## src/rtl/line_clear_ctrl.sv

```systemverilog
// Line-clear sequencer: scans the board bottom-up, drops full rows, compacts the rest, zero-fills the top.
// Optional LINE_CLEAR_STATS_EN adds a saturating lifetime total_lines counter.
module line_clear_ctrl #(
  parameter int COLS   = 10,
  parameter int ROWS   = 20,
  parameter int RD_LAT = 1,
  localparam int XW    = $clog2(COLS),
  localparam int YW    = $clog2(ROWS)
) (
  input  logic          CLOCK_50,
  input  logic          reset,
  input  logic          start,
  output logic          busy,
  output logic          done,
  output logic [2:0]    lines_cleared,
`ifdef LINE_CLEAR_STATS_EN
  output logic [15:0]   total_lines,
`endif
  output logic [XW-1:0] board_rx,
  output logic [YW-1:0] board_ry,
  input  logic          board_rdata,
  output logic          board_we,
  output logic [XW-1:0] board_wx,
  output logic [YW-1:0] board_wy,
  output logic          board_wdata
);

  localparam int CW = $clog2(COLS + RD_LAT + 1);
  localparam logic [CW-1:0] RD_LAST  = CW'(COLS + RD_LAT - 1);
  localparam logic [CW-1:0] COL_LAST = CW'(COLS - 1);
  localparam logic [CW-1:0] COLS_C   = CW'(COLS);
  localparam logic [CW-1:0] LAT_C    = CW'(RD_LAT);
  localparam logic [YW:0]   ROW_TOP  = (YW+1)'(ROWS - 1);
  localparam logic [YW:0]   ROW_ONE  = (YW+1)'(1);

  typedef enum logic [2:0] {S_IDLE, S_READ, S_EVAL, S_COPY, S_FILL, S_DONE} state_t;

  state_t        r_state, w_state_next;
  logic [YW:0]   r_src, r_dst, w_src_next, w_dst_next, w_src_dec, w_dst_dec;
  logic          w_src_uflow, w_dst_uflow;
  logic [CW-1:0] r_col, w_col_next, w_cap_idx;
  logic [COLS-1:0] r_rowbuf, w_rowbuf_next;
  logic [2:0]    r_cnt, w_cnt_next, w_cnt_inc;
  logic [2:0]    r_lines, w_lines_next;

  // Row indices carry one extra bit: its MSB set after a decrement means we went below row 0.
  assign w_src_dec   = r_src - ROW_ONE;
  assign w_dst_dec   = r_dst - ROW_ONE;
  assign w_src_uflow = w_src_dec[YW];
  assign w_dst_uflow = w_dst_dec[YW];
  assign w_cap_idx   = r_col - LAT_C;
  assign w_cnt_inc   = (r_cnt == 3'd7) ? r_cnt : r_cnt + 3'd1;

  assign lines_cleared = r_lines;

  always_ff @(posedge CLOCK_50 or posedge reset) begin
    if (reset) r_state <= S_IDLE;
    else       r_state <= w_state_next;
  end

  always_ff @(posedge CLOCK_50 or posedge reset) begin
    if (reset) begin
      r_src    <= '0;
      r_dst    <= '0;
      r_col    <= '0;
      r_rowbuf <= '0;
      r_cnt    <= '0;
      r_lines  <= '0;
    end else begin
      r_src    <= w_src_next;
      r_dst    <= w_dst_next;
      r_col    <= w_col_next;
      r_rowbuf <= w_rowbuf_next;
      r_cnt    <= w_cnt_next;
      r_lines  <= w_lines_next;
    end
  end

  always_comb begin
    w_state_next  = r_state;
    w_src_next    = r_src;
    w_dst_next    = r_dst;
    w_col_next    = r_col;
    w_rowbuf_next = r_rowbuf;
    w_cnt_next    = r_cnt;
    w_lines_next  = r_lines;
    busy          = (r_state != S_IDLE);
    done          = 1'b0;
    board_rx      = '0;
    board_ry      = '0;
    board_we      = 1'b0;
    board_wx      = '0;
    board_wy      = '0;
    board_wdata   = 1'b0;

    unique case (r_state)
      S_IDLE: begin
        if (start) begin
          w_state_next = S_READ;
          w_src_next   = ROW_TOP;
          w_dst_next   = ROW_TOP;
          w_col_next   = '0;
          w_cnt_next   = '0;
          w_lines_next = '0;
        end
      end
      S_READ: begin
        board_ry = r_src[YW-1:0];
        if (r_col < COLS_C) board_rx = r_col[XW-1:0];
        if (r_col >= LAT_C) w_rowbuf_next[w_cap_idx[XW-1:0]] = board_rdata;
        if (r_col == RD_LAST) begin
          w_col_next   = '0;
          w_state_next = S_EVAL;
        end else begin
          w_col_next = r_col + 1'b1;
        end
      end
      S_EVAL: begin
        if (&r_rowbuf) begin
          // cnt is nonzero after this increment, so running off the top always needs a fill.
          w_cnt_next   = w_cnt_inc;
          w_src_next   = w_src_dec;
          w_state_next = w_src_uflow ? S_FILL : S_READ;
        end else if (r_src != r_dst) begin
          w_state_next = S_COPY;
        end else begin
          w_src_next   = w_src_dec;
          w_dst_next   = w_dst_dec;
          w_state_next = w_src_uflow ? ((r_cnt != 3'd0) ? S_FILL : S_DONE) : S_READ;
        end
      end
      S_COPY: begin
        board_we    = 1'b1;
        board_wy    = r_dst[YW-1:0];
        board_wx    = r_col[XW-1:0];
        board_wdata = r_rowbuf[r_col[XW-1:0]];
        if (r_col == COL_LAST) begin
          w_col_next   = '0;
          w_src_next   = w_src_dec;
          w_dst_next   = w_dst_dec;
          w_state_next = w_src_uflow ? ((r_cnt != 3'd0) ? S_FILL : S_DONE) : S_READ;
        end else begin
          w_col_next = r_col + 1'b1;
        end
      end
      S_FILL: begin
        board_we = 1'b1;
        board_wy = r_dst[YW-1:0];
        board_wx = r_col[XW-1:0];
        if (r_col == COL_LAST) begin
          w_col_next   = '0;
          w_dst_next   = w_dst_dec;
          w_state_next = w_dst_uflow ? S_DONE : S_FILL;
        end else begin
          w_col_next = r_col + 1'b1;
        end
      end
      S_DONE: begin
        done         = 1'b1;
        w_state_next = S_IDLE;
      end
      default: w_state_next = S_IDLE;
    endcase

    // Publish the count as DONE is entered so it is already valid while done is high.
    if (w_state_next == S_DONE && r_state != S_DONE) w_lines_next = w_cnt_next;
  end

`ifdef LINE_CLEAR_STATS_EN
  logic [15:0] r_total;
  logic [16:0] w_total_sum;

  assign w_total_sum = {1'b0, r_total} + {14'd0, r_cnt};
  assign total_lines = r_total;

  always_ff @(posedge CLOCK_50 or posedge reset) begin
    if (reset)                 r_total <= '0;
    else if (r_state == S_DONE) r_total <= w_total_sum[16] ? 16'hFFFF : w_total_sum[15:0];
  end
`endif

endmodule

```

## config.mk

```make
export PLATFORM = sky130hd
export DESIGN_NAME = line_clear_ctrl
export DESIGN_NICKNAME = d
export VERILOG_FILES = /design/src/rtl/line_clear_ctrl.sv
export SDC_FILE = /design/constraint.sdc
export NUM_CORES = 1
export LEC_CHECK = 0
export BUFFER_PORTS_ARGS = -buffer_cell sky130_fd_sc_hd__buf_2
export CORE_ASPECT_RATIO = 1.75
export CORE_UTILIZATION = 35
export CTS_BUF_LIST = sky130_fd_sc_hd__clkbuf_8 sky130_fd_sc_hd__clkbuf_16
export DETAILED_ROUTE_END_ITERATION = 6
export PLACE_DENSITY = 0.56
export SLEW_MARGIN = 20
export SYNTH_ARGS = -nofsm -noshare
export SYNTH_HDL_FRONTEND = slang
export SYNTH_SLANG_ARGS = --single-unit
```

## constraint.sdc

```tcl
create_clock -name CLOCK_50 -period 1.9 [get_ports CLOCK_50]
set_input_delay 0.38 -clock CLOCK_50 [delete_from_list [all_inputs] [get_ports CLOCK_50]]
set_output_delay 0.38 -clock CLOCK_50 [all_outputs]
set_load 0.01 [all_outputs]
```

* Yosys cells after proc, flatten, opt, wreduce, memory -nomap -nowiden
Index checks and enable logic that the tools add are counted.
Word-level totals: flip-flop bits (word level) 35, bits of input ports 4, output and inout port bits 25
Operators by class: $add $sub $neg 5, $lt $le $gt $ge 5, equal/unequal tests 17, mux-type cells 44, reduce and logical (&&, ||, !) cells 17
Operator list (number):
- $mux 3 | 14
- $mux 6 | 7
- $pmux 6 s3 | 2
- $mux 4 | 6
- $pmux 3 s5 | 1
- $reduce_bool 3->1 | 5
- $eq 3x3->1 const B | 4
- $pmux 4 s3 | 1
- $sub 6x1->6 const B | 2
- $bwmux 10 | 1
- $lt 4x5->1 const B | 2
- $mux 5 | 2
- $reduce_and 10->1 | 1
- $eq 4x4->1 const B | 2
- $ge 4x1->1 const B | 2
- $ne 2x2->1 const B | 4
- $mux 1 | 7
- $eq 3x2->1 const B | 2
- $ne 3x3->1 const B | 2
- $ne 6x6->1 | 1
- $pmux 3 s2 | 1
- $reduce_and 2->1 | 3
- $reduce_and 5->1 | 1
- $add 4x1->4 const B | 1
- 12 further kinds | 14

* Longest topological paths before layout
word-level depth 10, gate-level depth with buffers 9

* Worst setup path after synthesis
No wires, ideal clock.
path kind register to register, start reg r_state[0], end reg r_lines[0], in the netlist lines_cleared[0], library setup time 0.128 ns, arrival 1.988 ns, required time 1.772 ns, slack -0.215 ns, cell stages (with the launch flop) 8, buffers on the path 1, period minus slack after synthesis 2.115 ns, cell sequence dfrtp_1 > buf_6 > nor3b_4 > nand3_2 > or2_1 > a311o_1 > a32oi_2 > mux2_1
Between the ends: longest elaborated chain between the ends 6, elaborated cells on any way between the ends 18
Ends and longest elaborated chain:
- start, declared | line 38 | state_t r_state, w_state_next;
- start signal, assigned | line 58 | else r_state <= w_state_next;
- $eq 3x3->1 (tied with other cells) | line 96 | unique case (r_state)
- $pmux 3 s5 | line 96
- $eq 3x3->1 | line 166 | if (w_state_next == S_DONE && r_state != S_DONE) w_lines_next = w_cnt_next;
- $logic_and 1x1->1 | line 166
- $reduce_bool 2->1 (no source line)
- $reduce_and 2->1 (no source line)
- end signal, assigned | line 75 | r_lines <= w_lines_next;
- end, declared | line 44 | logic [2:0] r_lines, w_lines_next;
Parallel ways exist; a longest one is shown, timed or not. A chain may end at the register's enable or synchronous reset.

* Final worst setup path
start reg r_state[0], end reg r_lines[1], in the netlist lines_cleared[1]
The elaborated chain is that of the path after synthesis.

==> results.txt <==
Async S/R FF share, synth -> 1.00
layout cells sized above 1 -> 0.504
switch share -> 0.396
chip height -> 108 um
#FFs+latches synth -> 35
Sink Count -> 35
clk_skew -> 5.61 ps
pin count of the biggest net entering global routing -> 36
first-pass GRT wire length -> 11,100 um
Vias -> 2,196
drt drc -> 0
leak pwr -> 1.61 nW
Final setup viols -> 24
Fillers -> 565
Ant. Diodes -> 0
# rows -> 38
Nets -> 358
Setup crit start -> r_state[0]$_DFF_PP0_
Slowest cell on crit path -> dfrtp_1
Port Buffer Count -> 28
GP Congestion -> 0.826
Setup crit start kind -> register
Achievable Freq -> 461 MHz
drt first pass iters -> 4
CP max stage delay -> 410 ps
CTS root buffer -> clkbuf_8
Die Wd -> 62.5 um
Worst-Skew Late Latency -> 290 ps
CP cell instances -> buf_6 -> nor3b_4 -> nand3_2 -> or2_1 -> a311o_1 -> a32oi_4 -> mux2_4
worst vdd ir -> 0.817 mV
Worst Hold Margin -> 185 ps
Mapped Area -> 2240 um2
Inserted Clock Buffers -> 5
max-cap viol count -> 0
Post-DP HPWL -> 4900 um
CORE AREA -> 6180 um2
Post-synth EDFFs -> 0
Final WS setup -> -269 ps
Avg Cell Area, Syn -> 9.08 um2
final worst path period share -> 1.14
Pint -> 3.62 mW
CP Capture Type -> register
Mapped Nets -> 255
Via density -> 5.10
Area growth syn-to-layout -> 55.0%
global route overflow -> 0
total track usage -> 0.215
Yosys warning total -> 0
clock share of power -> 0.133
worst min path class -> input pin to async pin
Relative slew margins -> 0.688
final WL -> 6710 um
outcome -> finished with violations
Combinational Power Share -> 0.635
Period minus WS final -> 2170 ps
max-slew violation count -> 0
Seq/Total Area, Yosys -> 0.391
Flop pwr share -> 0.232
Worst-path clk slew -> 70 ps
PD cells -> 1720 nW/um2
dpl ws -> -244 ps
Post-CTS Hold Fix Bufs -> 0
Die ar. -> 6740 um2
Routed Antenna Nets -> 0
Crit path required time -> 2080 ps
Arr. time, crit path -> 2350 ps
I/O pin total -> 29
worst reg2reg startpoint -> r_state[0]$_DFF_PP0_
CTS tree -> yes
delay-heaviest family, CP -> compound AO/OA/AOI/OAI gates
initial core utilization -> 0.363
unrepaired setup endpoints after global routing -> yes
Synth Instances -> 247
Max Root-Sink Buffers -> 2
H-tree levels -> 2
Non-Filler Instances -> 431
synth unique cells -> 48
ys flop type -> dfrtp_1
DP Cell Count -> 408
failing checks -> setup timing
critical path class -> register to register
Worst Tran Pin Value -> 468 ps
DR iter-0 viols -> 56
net switching power -> 2.37 mW
vias in the first global route -> 2,333
Pwr Total -> 5.99 mW
initial antenna violation count -> 0
mean routed wirelength per cell -> 15.6 um
Final Hold Fails -> 0
CP max FO -> 3
Buf+Inv Stages, Crit Path -> 1
-- power groups by stage --
| stage | Combinational, mW | Clock, mW | Sequential (mW) |
|---|---|---|---|
| floorplan | 1.72 | 0 | 1.33 |
| global placement | 3.00 | 0 | 1.37 |
| detailed placement | 3.02 | 0 | 1.39 |
| CTS | 3.55 | 0.817 | 1.37 |
| global route | 4.13 | 0.838 | 1.44 |
| finish | 3.80 | 0.797 | 1.39 |
-- layout make-up --
type                    instances  area, um2  area share
flip-flops and latches         35        880       0.253
inverters                      13       48.8      0.0140
repair buffers                108        845       0.243
repair inverters                1       7.51     0.00216
well taps                      80        100      0.0288
clock inverters                 3       63.8      0.0184
clock buffers                   5       68.8      0.0198
multi-input cells             186       1460       0.421
-- path summary, 6_finish.rpt --
path / to / slack (ps) / cells after the start
setup / recovery: lines_cleared[1]$_DFFE_PP0P_ / -270 / 7
setup reg to reg: lines_cleared[1]$_DFFE_PP0P_ / -270 / 7
hold reg to reg: r_rowbuf[5]$_DFFE_PP0P_ / 540 / 1
min in group CLOCK_50: r_rowbuf[7]$_DFFE_PP0P_ / 460 / 2
hold / removal: r_rowbuf[7]$_DFFE_PP0P_ / 180 / 3
max in group asynchronous: r_state[1]$_DFF_PP0_ / 1360 / 3
-- what timing repair did --
| action | CTS | global route |
|---|---|---|
| gates cloned | 1 | 0 |
| setup buffers | 11 | 5 |
| gates resized for setup | 50 | 33 |
| endpoints found under the setup margin | 31 | 38 |
| pin swaps | 5 | 14 |
| endpoints found under the hold margin | 0 | 0 |
-- flip-flops by register name, indices dropped and copies added, names as in the netlist --
| signal | flops |
|---|---|
| r_cnt | 3 |
| r_dst | 6 |
| r_state | 3 |
| r_src | 6 |
| r_rowbuf | 10 |
| lines_cleared | 3 |
| r_col | 4 |
-- synth_stat cells (all sizes together) (2+ instances only) --
library cell / count / share of area
inv: 13 / 0.022
nand2b: 3 / 0.0084
and2b: 3 / 0.010
nand2: 25 / 0.042
clkbuf: 4 / 0.0067
xor2: 4 / 0.016
nor2: 19 / 0.032
nor2b: 4 / 0.011
ha: 4 / 0.022
and2: 16 / 0.045
or3: 2 / 0.0056
a21oi: 8 / 0.018
dfrtp: 35 / 0.39
xnor2: 7 / 0.027
o211ai: 2 / 0.0067
o31ai: 3 / 0.010
nand3: 12 / 0.029
nor3b: 5 / 0.022
o21a: 2 / 0.0067
buf: 9 / 0.025
mux2: 13 / 0.065
nand4: 4 / 0.011
o21ai: 16 / 0.036
mux4: 2 / 0.020
nor3: 10 / 0.022
mux2i: 5 / 0.022
-- routing by layer --
metal  vias up  track usage  share of wire
met5         -            0              0
met4         0        0.113          0.036
met3        20       0.0244          0.022
met2        40        0.434           0.59
met1      1070        0.205           0.35
li1       1066            -              -
-- through the flow --
| stage | utilization | instance area (um2) | TNS [ps] |
|---|---|---|---|
| floorplan | - | 2250 | -378 |
| global route | 0.562 | 3480 | -5420 |
| finish | 0.562 | 3480 | -3200 |
| CTS | 0.538 | 3330 | -3140 |
| detailed placement | 0.472 | 2920 | -1740 |
| global placement | 0.472 | 2920 | -1380 |
-- worst register-to-register path: stages, from the launching register on --
cell     delay, ps
dfrtp_1        410
buf_6          130
nor3b_4        260
nand3_2         70
or2_1          230
a311o_1        330
a32oi_4        290
mux2_4         330
-- cells by family after synthesis --
group	count (synthesis)	synth area share
compound gates	42	0.123
xor+xnor	11	0.0430
fa+ha+maj	4	0.0223
buf+inv	26	0.0536
flops	35	0.391
mux	20	0.108
simple gates	109	0.260
-- cell usage in the layout (no fill, tap or decap), types with 3 or more instances in the layout --
cell / Yosys / layout
nor2b_1: 4 / 3
and2_4: 0 / 6
buf_4: 0 / 69
o21ai_0: 16 / 9
o21ai_1: 0 / 6
dfrtp_1: 35 / 32
mux2_4: 0 / 3
nand2_1: 25 / 24
xnor2_1: 7 / 5
nor3_1: 10 / 4
buf_6: 2 / 21
nor2_1: 19 / 14
ha_1: 4 / 4
mux2i_1: 5 / 5
and2_1: 16 / 10
buf_2: 6 / 18
dfrtp_2: 0 / 3
mux2_2: 10 / 10
nand4_1: 4 / 4
clkbuf_8: 0 / 5
nand3_1: 11 / 10
a21oi_1: 8 / 5
nor3_2: 0 / 3
nor3b_2: 0 / 4
inv_1: 13 / 13
nor3_4: 0 / 3
xor2_1: 4 / 4
nor2_4: 0 / 3
(Power assumes the default switching activity.)
